`config.mk`:
```
export PLATFORM = sky130hd
export DESIGN_NAME = vga_timing_gen
export DESIGN_NICKNAME = d
export VERILOG_FILES = /design/src/rtl/vga_timing_gen.sv
export SDC_FILE = /design/constraint.sdc
export NUM_CORES = 1
export LEC_CHECK = 0
export ABC_AREA = 1
export CAP_MARGIN = 5
export CORE_AREA = 2 2 67 50
export CTS_BUF_LIST = sky130_fd_sc_hd__clkbuf_4
export CTS_CLUSTER_SIZE = 20
export DETAILED_ROUTE_END_ITERATION = 16
export DIE_AREA = 0 0 69 52
export GPL_TIMING_DRIVEN = 0
export MAX_ROUTING_LAYER = met4
export PLACE_DENSITY = 0.92
export SKIP_CTS_REPAIR_TIMING = 1
export SLEW_MARGIN = 20
export SYNTH_ARGS = -nofsm -noshare
export SYNTH_HDL_FRONTEND = slang
export SYNTH_SLANG_ARGS = --single-unit
export TNS_END_PERCENT = 100
```
`constraint.sdc`:
```
create_clock -name clk -period 2.05 [get_ports clk]
set_clock_uncertainty 0.05 [all_clocks]
set_input_delay 0.41 -clock clk [delete_from_list [all_inputs] [get_ports clk]]
set_output_delay 0.41 -clock clk [all_outputs]
set_load 0.005 [all_outputs]
```
`src/rtl/vga_timing_gen.sv`:
```
// vga_timing_gen: raster counters, sync and blanking for 1024x768@60.
// Define VGA_TIMING_FRAME_CNT_EN to add the 16-bit frame_cnt output.
module vga_timing_gen #(
  parameter int unsigned H_ACTIVE = 1024,
  parameter int unsigned H_FP     = 24,
  parameter int unsigned H_SYNC   = 136,
  parameter int unsigned H_BP     = 160,
  parameter int unsigned V_ACTIVE = 768,
  parameter int unsigned V_FP     = 3,
  parameter int unsigned V_SYNC   = 6,
  parameter int unsigned V_BP     = 29
) (
  input  logic        clk,
  input  logic        rst,
  input  logic        ce,
  output logic [10:0] hcount,
  output logic        hsync,
  output logic        hblnk,
  output logic [10:0] vcount,
  output logic        vsync,
  output logic        vblnk,
  output logic        frame_start
`ifdef VGA_TIMING_FRAME_CNT_EN
  ,
  output logic [15:0] frame_cnt
`endif
);

  localparam int unsigned H_TOTAL =
    H_ACTIVE + H_FP + H_SYNC + H_BP;
  localparam int unsigned V_TOTAL =
    V_ACTIVE + V_FP + V_SYNC + V_BP;

  localparam logic [10:0] H_LAST = 11'(H_TOTAL - 1);
  localparam logic [10:0] H_BLK  = 11'(H_ACTIVE);
  localparam logic [10:0] HS_BEG = 11'(H_ACTIVE + H_FP);
  localparam logic [10:0] HS_END =
    11'(H_ACTIVE + H_FP + H_SYNC);

  localparam logic [10:0] V_LAST = 11'(V_TOTAL - 1);
  localparam logic [10:0] V_BLK  = 11'(V_ACTIVE);
  localparam logic [10:0] VS_BEG = 11'(V_ACTIVE + V_FP);
  localparam logic [10:0] VS_END =
    11'(V_ACTIVE + V_FP + V_SYNC);

  if (H_TOTAL > 2047 || V_TOTAL > 2047) begin : g_bad_sum
    $error("vga_timing_gen: timing totals exceed 11 bits");
  end

  if (H_ACTIVE == 0 || H_FP == 0 || H_SYNC == 0 ||
      H_BP == 0 || V_ACTIVE == 0 || V_FP == 0 ||
      V_SYNC == 0 || V_BP == 0) begin : g_bad_zero
    $error("vga_timing_gen: zero timing parameter");
  end

  logic [10:0] h_q, h_d;
  logic [10:0] v_q, v_d;
  logic        hs_q, hs_d;
  logic        hb_q, hb_d;
  logic        vs_q, vs_d;
  logic        vb_q, vb_d;
  logic        fs_q, fs_d;
  logic        h_wrap;
  logic        v_wrap;

  // Flags are decoded from the next count pair so the
  // registered count and flags always describe one pixel.
  always_comb begin
    h_wrap = (h_q == H_LAST);
    v_wrap = (v_q == V_LAST);
    h_d    = h_q;
    v_d    = v_q;
    fs_d   = 1'b0;
    if (ce) begin
      h_d = h_wrap ? 11'd0 : h_q + 11'd1;
      if (h_wrap) begin
        v_d = v_wrap ? 11'd0 : v_q + 11'd1;
      end
      fs_d = h_wrap && v_wrap;
    end
    hb_d = (h_d >= H_BLK);
    hs_d = (h_d >= HS_BEG) && (h_d < HS_END);
    vb_d = (v_d >= V_BLK);
    vs_d = (v_d >= VS_BEG) && (v_d < VS_END);
  end

  always_ff @(posedge clk) begin
    if (rst) begin
      h_q  <= '0;
      v_q  <= '0;
      hs_q <= 1'b0;
      hb_q <= 1'b0;
      vs_q <= 1'b0;
      vb_q <= 1'b0;
      fs_q <= 1'b0;
    end else begin
      h_q  <= h_d;
      v_q  <= v_d;
      hs_q <= hs_d;
      hb_q <= hb_d;
      vs_q <= vs_d;
      vb_q <= vb_d;
      fs_q <= fs_d;
    end
  end

  assign hcount      = h_q;
  assign vcount      = v_q;
  assign hsync       = hs_q;
  assign hblnk       = hb_q;
  assign vsync       = vs_q;
  assign vblnk       = vb_q;
  assign frame_start = fs_q;

`ifdef VGA_TIMING_FRAME_CNT_EN
  logic [15:0] fc_q;

  always_ff @(posedge clk) begin
    if (rst) begin
      fc_q <= '0;
    end else if (fs_d) begin
      fc_q <= fc_q + 16'd1;
    end
  end

  assign frame_cnt = fc_q;
`endif

endmodule

```
==> metrics.json <==
{
  "synth-seq-area-share": {"value": 34.6, "unit": "%"},
  "final_layout_size_suffix_gt1_share": {"value": 10.6, "unit": "%"},
  "finalSetupViolCount": {"value": 0},
  "max_slew_margin": {"value": 66.4, "unit": "%"},
  "boundary_pin_count": {"value": 30},
  "clk_path_buf_depth": {"value": 2},
  "synth_cell_types": {"value": 27},
  "switching_power": {"value": 0.166, "unit": "mW"},
  "worstPathMaxFanout": {"value": 9},
  "finalNonFillerCells": {"value": 302},
  "drv_slew": {"value": 0},
  "asyncSetResetFlopFracSynth": {"value": 0, "unit": "%"},
  "cts_max_level": {"value": 1},
  "tritoncts": {"value": "done"},
  "placementRows": {"value": 17},
  "period_share": {"value": 93.4, "unit": "%"},
  "clockPowerShare": {"value": 27.9, "unit": "%"},
  "synth.avg_cell_area": {"value": 6.48, "unit": "um2"},
  "chip_width": {"value": 69, "unit": "um"},
  "max_freq": {"value": 522, "unit": "MHz"},
  "floorplan.initialDensity": {"value": 50.5, "unit": "%"},
  "hold_path_class": {"value": "in -> reg"},
  "final_hold_viol_count": {"value": 0},
  "finalWorstSetupSlack": {"value": 0.134, "unit": "ns"},
  "globalRouteOverflowTotal": {"value": 0},
  "synth_enable_flop_cells": {"value": 0},
  "crit_slowest_cell": {"value": "sky130_fd_sc_hd__dfxtp_1"},
  "cp.required": {"value": 2.26, "unit": "ns"},
  "clk_transition_reported_paths": {"value": 0.13, "unit": "ns"},
  "detailedRoute.firstPassIterationCount": {"value": 4},
  "total_power_consumption": {"value": 0.760, "unit": "mW"},
  "vias_cell": {"value": 5.11},
  "fin_tns_setup": {"value": 0, "unit": "ns"},
  "grt_max_degree": {"value": 15},
  "timing_worst_slew_pin_value": {"value": 0.503, "unit": "ns"},
  "cp.depth": {"value": 11},
  "r2r_slack": {"value": 0.13, "unit": "ns"},
  "worst_path_largest_cell_delay": {"value": 0.41, "unit": "ns"},
  "gp_routability_congestion": {"value": 0.974},
  "endpoint_kind": {"value": "flop"},
  "num-nets-final": {"value": 271},
  "hpwl": {"value": 2.70, "unit": "mm"},
  "setup_repair_after_global_routing_missed_its_margin": {"value": "no"},
  "num_vias": {"value": 1542},
  "fp.coreArea": {"value": 0.00298, "unit": "mm2"},
  "critical_path.n_buffers_inverters": {"value": 1},
  "utilization": {"value": 62.6, "unit": "%"},
  "wl": {"value": 3.52, "unit": "mm"},
  "commonest_non_fill_non_tap_cell_in_the_layout": {"value": "sky130_fd_sc_hd__nand2_1"},
  "insertion_delay": {"value": 0.31, "unit": "ns"},
  "via_count_of_the_first_global_routing_pass": {"value": 1356},
  "share_of_total_power_consumed_by_net_switching": {"value": 21.8, "unit": "%"},
  "synth.cell_area": {"value": 0.00150, "unit": "mm2"},
  "placement.setup.worst_slack": {"value": 0.155, "unit": "ns"},
  "timing.hold.ws": {"value": 0.389, "unit": "ns"},
  "seq_power_share": {"value": 67.5, "unit": "%"},
  "die_h": {"value": 52, "unit": "um"},
  "clock_sinks": {"value": 26},
  "crit_family": {"value": "simple AND/OR/NAND/NOR gates"},
  "max_cap_check_violation_count": {"value": 0},
  "cts.root.buffer_cell": {"value": "sky130_fd_sc_hd__clkbuf_4"},
  "fillCellCount": {"value": 282},
  "power_density": {"value": 407, "unit": "mW/mm2"},
  "fp.dieArea": {"value": 0.00359, "unit": "mm2"},
  "synth-seq-cells": {"value": 26},
  "pwr-share-comb": {"value": 4.6, "unit": "%"},
  "initialDrtViolationCount": {"value": 114},
  "static-leakage-power": {"value": 0.735, "unit": "nW"},
  "route.detailed.drc": {"value": 0},
  "setup.worst_path.start_class": {"value": "flop"},
  "worst-endpoint-arrival": {"value": 2.13, "unit": "ns"},
  "post_synth_inst_count": {"value": 232},
  "vdd_ir_drop_max": {"value": 0.364, "unit": "mV"},
  "internal-power": {"value": 0.594, "unit": "mW"},
  "placement.io_buffers": {"value": 28},
  "detailed_place.area": {"value": 0.00183, "unit": "mm2"},
  "ys_dominant_reg_cell": {"value": "sky130_fd_sc_hd__dfxtp_1"},
  "synth.net_count": {"value": 238},
  "final.min_clock_period": {"value": 1.92, "unit": "ns"},
  "most-common-layout-cells": {"value": "43 x sky130_fd_sc_hd__nand2_1, 40 x sky130_fd_sc_hd__nor2_1, 35 x sky130_fd_sc_hd__inv_1"},
  "r2r_cells": {"value": 11},
  "worst_hold_path.num_cells": {"value": 3},
  "grtUsageTotal": {"value": 21.2, "unit": "%"},
  "grt_antenna_before_repair": {"value": 0},
  "ys_warn_count": {"value": 0},
  "antenna_cell_count": {"value": 0},
  "grt_pass1_wl": {"value": 5.92, "unit": "mm"},
  "critPathKind": {"value": "reg -> reg"},
  "status": {"value": "complete, no violations"},
  "postRouteAntennaNets": {"value": 0},
  "post-place-cells": {"value": 298},
  "crit_path_cell_trace": {"value": "ha_1 -> nand3_2 -> nor2_4 -> nand2_2 -> o21ai_1 -> nand2_1 -> nor2_1 -> nand3_1 -> nand2_1 -> inv_1 -> nor2_1"},
  "layout.cell_area.non_filler": {"value": 0.00187, "unit": "mm2"},
  "cts-buffers-inserted": {"value": 3},
  "drt-wirelength-per-cell": {"value": 11.6, "unit": "um"},
  "p_r_area_growth_vs_syn": {"value": 24.1, "unit": "%"}
}
## state kept, by name, indices dropped and copies added, names as in the netlist
signal,count
frame_start,1
hcount,11
hsync,1
vblnk,1
vcount,11
vsync,1
## cell type report
cell class              instances  area, um2  area share (%)
repair buffers                 28        280            15.0
multi-input cells             163        813            43.6
inverters                      38        143            7.65
well taps                      38       47.5            2.55
clock buffers                   3       22.5            1.21
flip-flops and latches         26        522            28.0
clock inverters                 1       3.75           0.201
plain buffers                   5       33.8            1.81
## worst min-delay path, stage by stage
cell	delay, ns
sky130_fd_sc_hd__buf_4	0.16
sky130_fd_sc_hd__nand3_1	0.09
sky130_fd_sc_hd__a21oi_1	0.07
## per-layer routing
metal / GRT usage [%] / vias to the layer above / wire, um
li1: - / 801 / -
met1: 27.4 / 683 / 1790
met2: 33.7 / 56 / 1480
met3: 5.23 / 2 / 234
met4: 5.23 / 0 / 19
met5: - / - / 0
## power by group through the flow
stage | logic [mW] | registers (mW) | clock network, mW
6_report | 0.0347 | 0.513 | 0.212
5_1_grt | 0.0381 | 0.514 | 0.249
4_1_cts | 0.0347 | 0.513 | 0.232
3_5_place_dp | 0.0345 | 0.524 | 0
3_3_place_gp | 0.0337 | 0.524 | 0
2_1_floorplan | 0.0186 | 0.524 | 0
## cell usage after synthesis (2+ instances only)
| cell type | count | area share (%) |
|---|---|---|
| sky130_fd_sc_hd__nor2_4 | 4 | 3.0 |
| sky130_fd_sc_hd__inv_2 | 3 | 0.75 |
| sky130_fd_sc_hd__nand4_1 | 6 | 2.5 |
| sky130_fd_sc_hd__inv_1 | 35 | 8.7 |
| sky130_fd_sc_hd__nor3_1 | 5 | 1.7 |
| sky130_fd_sc_hd__o21ai_1 | 4 | 1.3 |
| sky130_fd_sc_hd__nand3b_1 | 2 | 1.0 |
| sky130_fd_sc_hd__clkbuf_1 | 2 | 0.50 |
| sky130_fd_sc_hd__nor2_1 | 42 | 10 |
| sky130_fd_sc_hd__ha_1 | 3 | 2.5 |
| sky130_fd_sc_hd__buf_4 | 2 | 1.0 |
| sky130_fd_sc_hd__nand3_1 | 27 | 9.0 |
| sky130_fd_sc_hd__dfxtp_1 | 26 | 35 |
| sky130_fd_sc_hd__o21ai_0 | 8 | 2.7 |
| sky130_fd_sc_hd__nand2_2 | 4 | 1.7 |
| sky130_fd_sc_hd__a21oi_1 | 3 | 1.0 |
| sky130_fd_sc_hd__nand2_1 | 44 | 11 |
| sky130_fd_sc_hd__nor2_2 | 3 | 1.2 |
## logic make-up after synthesis
| group | count (synthesis) | synth area share (%) |
|---|---|---|
| XOR/XNOR | 1 | 0.583 |
| AND/OR/NAND/NOR | 140 | 43.5 |
| AO/OA/AOI/OAI | 19 | 7.08 |
| flip-flops | 26 | 34.6 |
| adder cells (fa/ha/maj) | 3 | 2.50 |
| buffers and inverters | 43 | 11.7 |
## final timing paths
check / from / to
worst max-delay path: hcount[0] / vsync
worst min-delay path: ce / hcount[1]
worst max register to register: hcount[0] / vsync
worst min register to register: hcount[1] / hcount[1]
Note: power is estimated with default switching activity, not from simulation.
==> patch 1: new RTL, same settings <==
Add an input register stage for `ce`, cleared by the reset; this delays it by one clock.
--- a/src/rtl/vga_timing_gen.sv
+++ b/src/rtl/vga_timing_gen.sv
@@ -43,6 +43,16 @@
   localparam logic [10:0] VS_END =
     11'(V_ACTIVE + V_FP + V_SYNC);
 
+  logic ce_q;
+
+  always_ff @(posedge clk) begin
+    if (rst) begin
+      ce_q <= '0;
+    end else begin
+      ce_q <= ce;
+    end
+  end
+
   if (H_TOTAL > 2047 || V_TOTAL > 2047) begin : g_bad_sum
     $error("vga_timing_gen: timing totals exceed 11 bits");
   end
@@ -71,7 +81,7 @@
     h_d    = h_q;
     v_d    = v_q;
     fs_d   = 1'b0;
-    if (ce) begin
+    if (ce_q) begin
       h_d = h_wrap ? 11'd0 : h_q + 11'd1;
       if (h_wrap) begin
         v_d = v_wrap ? 11'd0 : v_q + 11'd1;
Formal check against the unedited RTL: not equivalent (a bounded check fails within 4 cycles, from zero or initial values and one cycle with rst high).
==> patch 1 against the original RTL <==
Worst setup slack better by 0.020 ns; largest power group unchanged; sequential share of layout area up 0.42 points; critical endpoint is now hcount[10]; first-iteration DRC count rose by 18%; total power increased by 6.1%; area after synthesis rose by 3.5%; final cell count rose by 1.3%; sequential cell count grew 1; final area rose by 2.5%; wire length increased by 2.2%.
==> patch 1: results (changes against the original RTL) <==
- Status: finished clean
- Register area share after synthesis: 34.8% (+0.12 points)
- Master of the slowest instance on the critical path: clkdlybuf4s50_1
- H-tree levels: 1 (unchanged)
- Filler cells: 289 (+2.5%)
- Internal power: 614 uW (+3.3%)
- CP Max Fanout: 6 (-3)
- DR WL/cell: 11.7 microns (+0.83%)
- Worst hold start: rst
- RR Startpoint: vcount[0]
- Hold depth: 2 (-1)
- Reg clk slew, reported paths: 0.16 ns (+0.03 ns)
- Root Buffer: clkbuf_4
- Skew-Pair Late Insertion Delay: 0.34 ns (+0.03 ns)
- Vias in the first global route: 1369 (+0.96%)
- Slew headroom: 67.4% (+0.95 points)
- Largest net degree at the start of global routing: 16 (+1)
- Global-route wire length before repair: 6090 microns (+2.9%)
- Area leader, netlist: dfxtp_1
- Synth cell types: 28 (+3.7%)
- Post-Syn Nets: 242 (+1.7%)
- Top post-synthesis cells by count: nand2_1 (43), nor2_1 (42), inv_1 (36)
- Synth area leaders: dfxtp_1 (35%), nand2_1 (10%), nor2_1 (10%), inv_1 (8.7%), nand3_1 (8.7%)
- LEAKAGE: 0.000771 uW (+4.9%)
- HPWL reported at the end of detailed placement: 2760 microns (+2.1%)
- Gp weighted congestion: 0.911 (-6.5%)
- R2R Setup Slk: 0.21 ns (+0.08 ns)
- Vias/cell: 5.12 (+0.23%)
- CP peak stage delay: 0.48 ns (+0.07 ns)
- Drt initial violations: 135 (+18%)
- Hold path endpoint: vblnk
- Fin Hold WS: 0.406 ns (+0.0164 ns)
- Fin nets: 275 (+1.5%)
- Peak VDD IR: 0.330 mV (-9.3%)
- Gr usage total: 21.9% (+0.70 points)
- Share of cells above drive strength 1: 11.2% (+0.59 points)
## patch 1: cells by family (layout without fill, tap and decap cells)
| group | count (synthesis) | after routing | synth area share [%] |
|---|---|---|---|
| flip-flops | 27 | 27 | 34.8 |
| AO/OA/AOI/OAI | 19 | 19 | 7.24 |
| buffers and inverters | 45 | 77 | 11.8 |
| AND/OR/NAND/NOR | 141 | 141 | 43.2 |
| XOR/XNOR | 1 | 1 | 0.563 |
| adder cells (fa/ha/maj) | 3 | 3 | 2.41 |
## patch 1: area by class of cell
class | count | area (sq um) | share of cell area (%)
Buffer | 6 | 37.5 | 1.96
Sequential cell | 27 | 543 | 28.4
Clock buffer | 3 | 22.5 | 1.18
Inverter | 39 | 146 | 7.65
Multi-Input combinational cell | 164 | 831 | 43.4
Tap cell | 38 | 47.5 | 2.49
Timing Repair Buffer | 28 | 280 | 14.7
Clock inverter | 1 | 5.00 | 0.262
## patch 1: power groups by stage
stage / logic, uW / clock network [uW] / registers [uW]
after floorplan: 18.4 / 0 / 542
after global placement: 29.4 / 0 / 542
after detailed placement: 30.2 / 0 / 542
after CTS: 30.4 / 252 / 531
after global routing: 34.3 / 276 / 533
final: 30.3 / 244 / 531
## patch 1: worst max-delay path: cells and delay by family, from the launching register on
kind | cells | cell delay [ns]
flops | 1 | 0.47
buf+inv | 2 | 0.62
## patch 1: worst max-delay path by stage
| stage | startpoint | endpoint | slack, ns | cells past startpoint |
|---|---|---|---|---|
| after floorplan | hcount[1] | hsync | 0.41 | 12 |
| after global placement | hcount[1] | vsync | 0.23 | 12 |
| after detailed placement | hcount[1] | vsync | 0.21 | 11 |
| after CTS | hcount[10] | hcount[10] | 0.14 | 2 |
| after global routing | hcount[0] | hsync | 0.01 | 12 |
| final | hcount[10] | hcount[10] | 0.15 | 2 |
## patch 1: stage by stage
stage          cells  cell area (sq um)  setup slack (ns)
3_3_place_gp     302               1880             0.229
4_1_cts          306               1910             0.141
6_report         306               1910             0.154
3_5_place_dp     302               1880             0.208
5_1_grt          306               1910            0.0128
2_1_floorplan    236               1560             0.407
## patch 1: per-layer routing
metal | up-vias | part of all wire, % | global-route usage, %
met2 | 48 | 46 | 35.7
met4 | 0 | 0.95 | 6.54
li1 | 810 | - | -
met3 | 6 | 6.1 | 4.84
met5 | - | 0 | -
met1 | 702 | 47 | 27.6
==> patch 2: new RTL, same flow settings <==
Without the edit above. Change the parameter `H_BP` from 160 to 120.
--- a/src/rtl/vga_timing_gen.sv
+++ b/src/rtl/vga_timing_gen.sv
@@ -4,7 +4,7 @@
   parameter int unsigned H_ACTIVE = 1024,
   parameter int unsigned H_FP     = 24,
   parameter int unsigned H_SYNC   = 136,
-  parameter int unsigned H_BP     = 160,
+  parameter int unsigned H_BP     = 120,
   parameter int unsigned V_ACTIVE = 768,
   parameter int unsigned V_FP     = 3,
   parameter int unsigned V_SYNC   = 6,
Function: no difference found for any inputs over 10 cycles, from zero or initial values and one cycle with rst high; that may be too few to reach the edited logic, so the function may still have changed.
==> patch 2 against the original RTL <==
Sequential cell count stayed put; wire length is 13% higher; total power is 2.6% higher; die area stayed put; largest power group unchanged; worst setup slack worse by 0.015 ns; non-clock buffer count is 3 higher; worst hold slack better by 0.029 ns; largest cell class unchanged; critical endpoint unchanged; final area is 3.6% higher; area after synthesis is 1.0% higher; global-route usage is 0.86 points higher.
==> patch 2: results (changes against the original RTL) <==
- Status: finished clean
- Filler cells: 276 (-2.1%)
- Met2 usage: 29.8% (-3.8 points)
- CP Max Fanout: 6 (-3)
- Peak VDD IR: 0.515 mV (+42%)
- Syn_area_per_cell: 6.25 sq um (-3.6%)
- Largest net degree at the start of global routing: 14 (-1)
- Placed inst area: 1850 sq um (+0.82%)
- GRT met1 Usage: 32.7% (+5.3 points)
- Global-route wire length before repair: 6040 microns (+2.0%)
- Routed wl met3: 440 microns (+88%)
- Share of cells above drive strength 1: 11.6% (+0.95 points)
- Skew-Pair Late Insertion Delay: 0.33 ns (+0.02 ns)
- Slew headroom: 67.2% (+0.78 points)
- Vias in the first global route: 1261 (-7.0%)
- CP arrival: 2.11 ns (-0.02 ns)
- Top post-synthesis cells by count: nand2_1 (63), nor2_1 (53), inv_1 (30)
- Finished Layout Cells: 315 (+4.3%)
- Setup Slack @ Placement: -0.265 ns (-0.419 ns)
- Grt met3 use: 5.43% (+0.19 points)
- Fin nets: 285 (+5.2%)
- Post-Synth Adder-Cell Area: 2.47% (-0.025 points)
- Master of the slowest instance on the critical path: dfxtp_2
- Drt initial violations: 160 (+40%)
- Routed wire length: 3970 microns (+13%)
- Register area share after synthesis: 34.3% (-0.34 points)
- LEAKAGE: 0.000803 uW (+9.2%)
- CP peak stage delay: 0.37 ns (-0.04 ns)
- Met2 routed WL: 1620 microns (+10%)
- Synth area leaders: dfxtp_1 (34%), nand2_1 (16%), nor2_1 (13%), inv_1 (7.4%), nand3_1 (6.9%)
- Post-Syn Nets: 249 (+4.6%)
## patch 2: power breakdown
group	internal, uW	switching [uW]
sequential	510	4.44
combinational	15.0	24.7
clock	69.0	157
total	594	186
## patch 2: final timing paths
kind         startpoint  depth (start not counted)  slack, ns   endpoint
min                 rst                          2       0.42  hcount[6]
min reg2reg   hcount[1]                          2       0.48  hcount[1]
max reg2reg   vcount[1]                         14       0.12      vsync
max           vcount[1]                         14       0.12      vsync
## patch 2: final cells by class
| cell class | instances | area share, % |
|---|---|---|
| plain buffers | 5 | 1.23 |
| clock buffers | 3 | 1.17 |
| inverters | 32 | 6.21 |
| multi-input cells | 180 | 46.0 |
| flip-flops and latches | 26 | 27.2 |
| well taps | 38 | 2.46 |
| repair buffers | 31 | 15.8 |
## patch 2: logic make-up after synthesis
| family | Yosys count |
|---|---|
| xor+xnor | 2 |
| buf+inv | 37 |
| simple gates | 159 |
| flops | 26 |
| fa+ha+maj | 3 |
| compound gates | 16 |
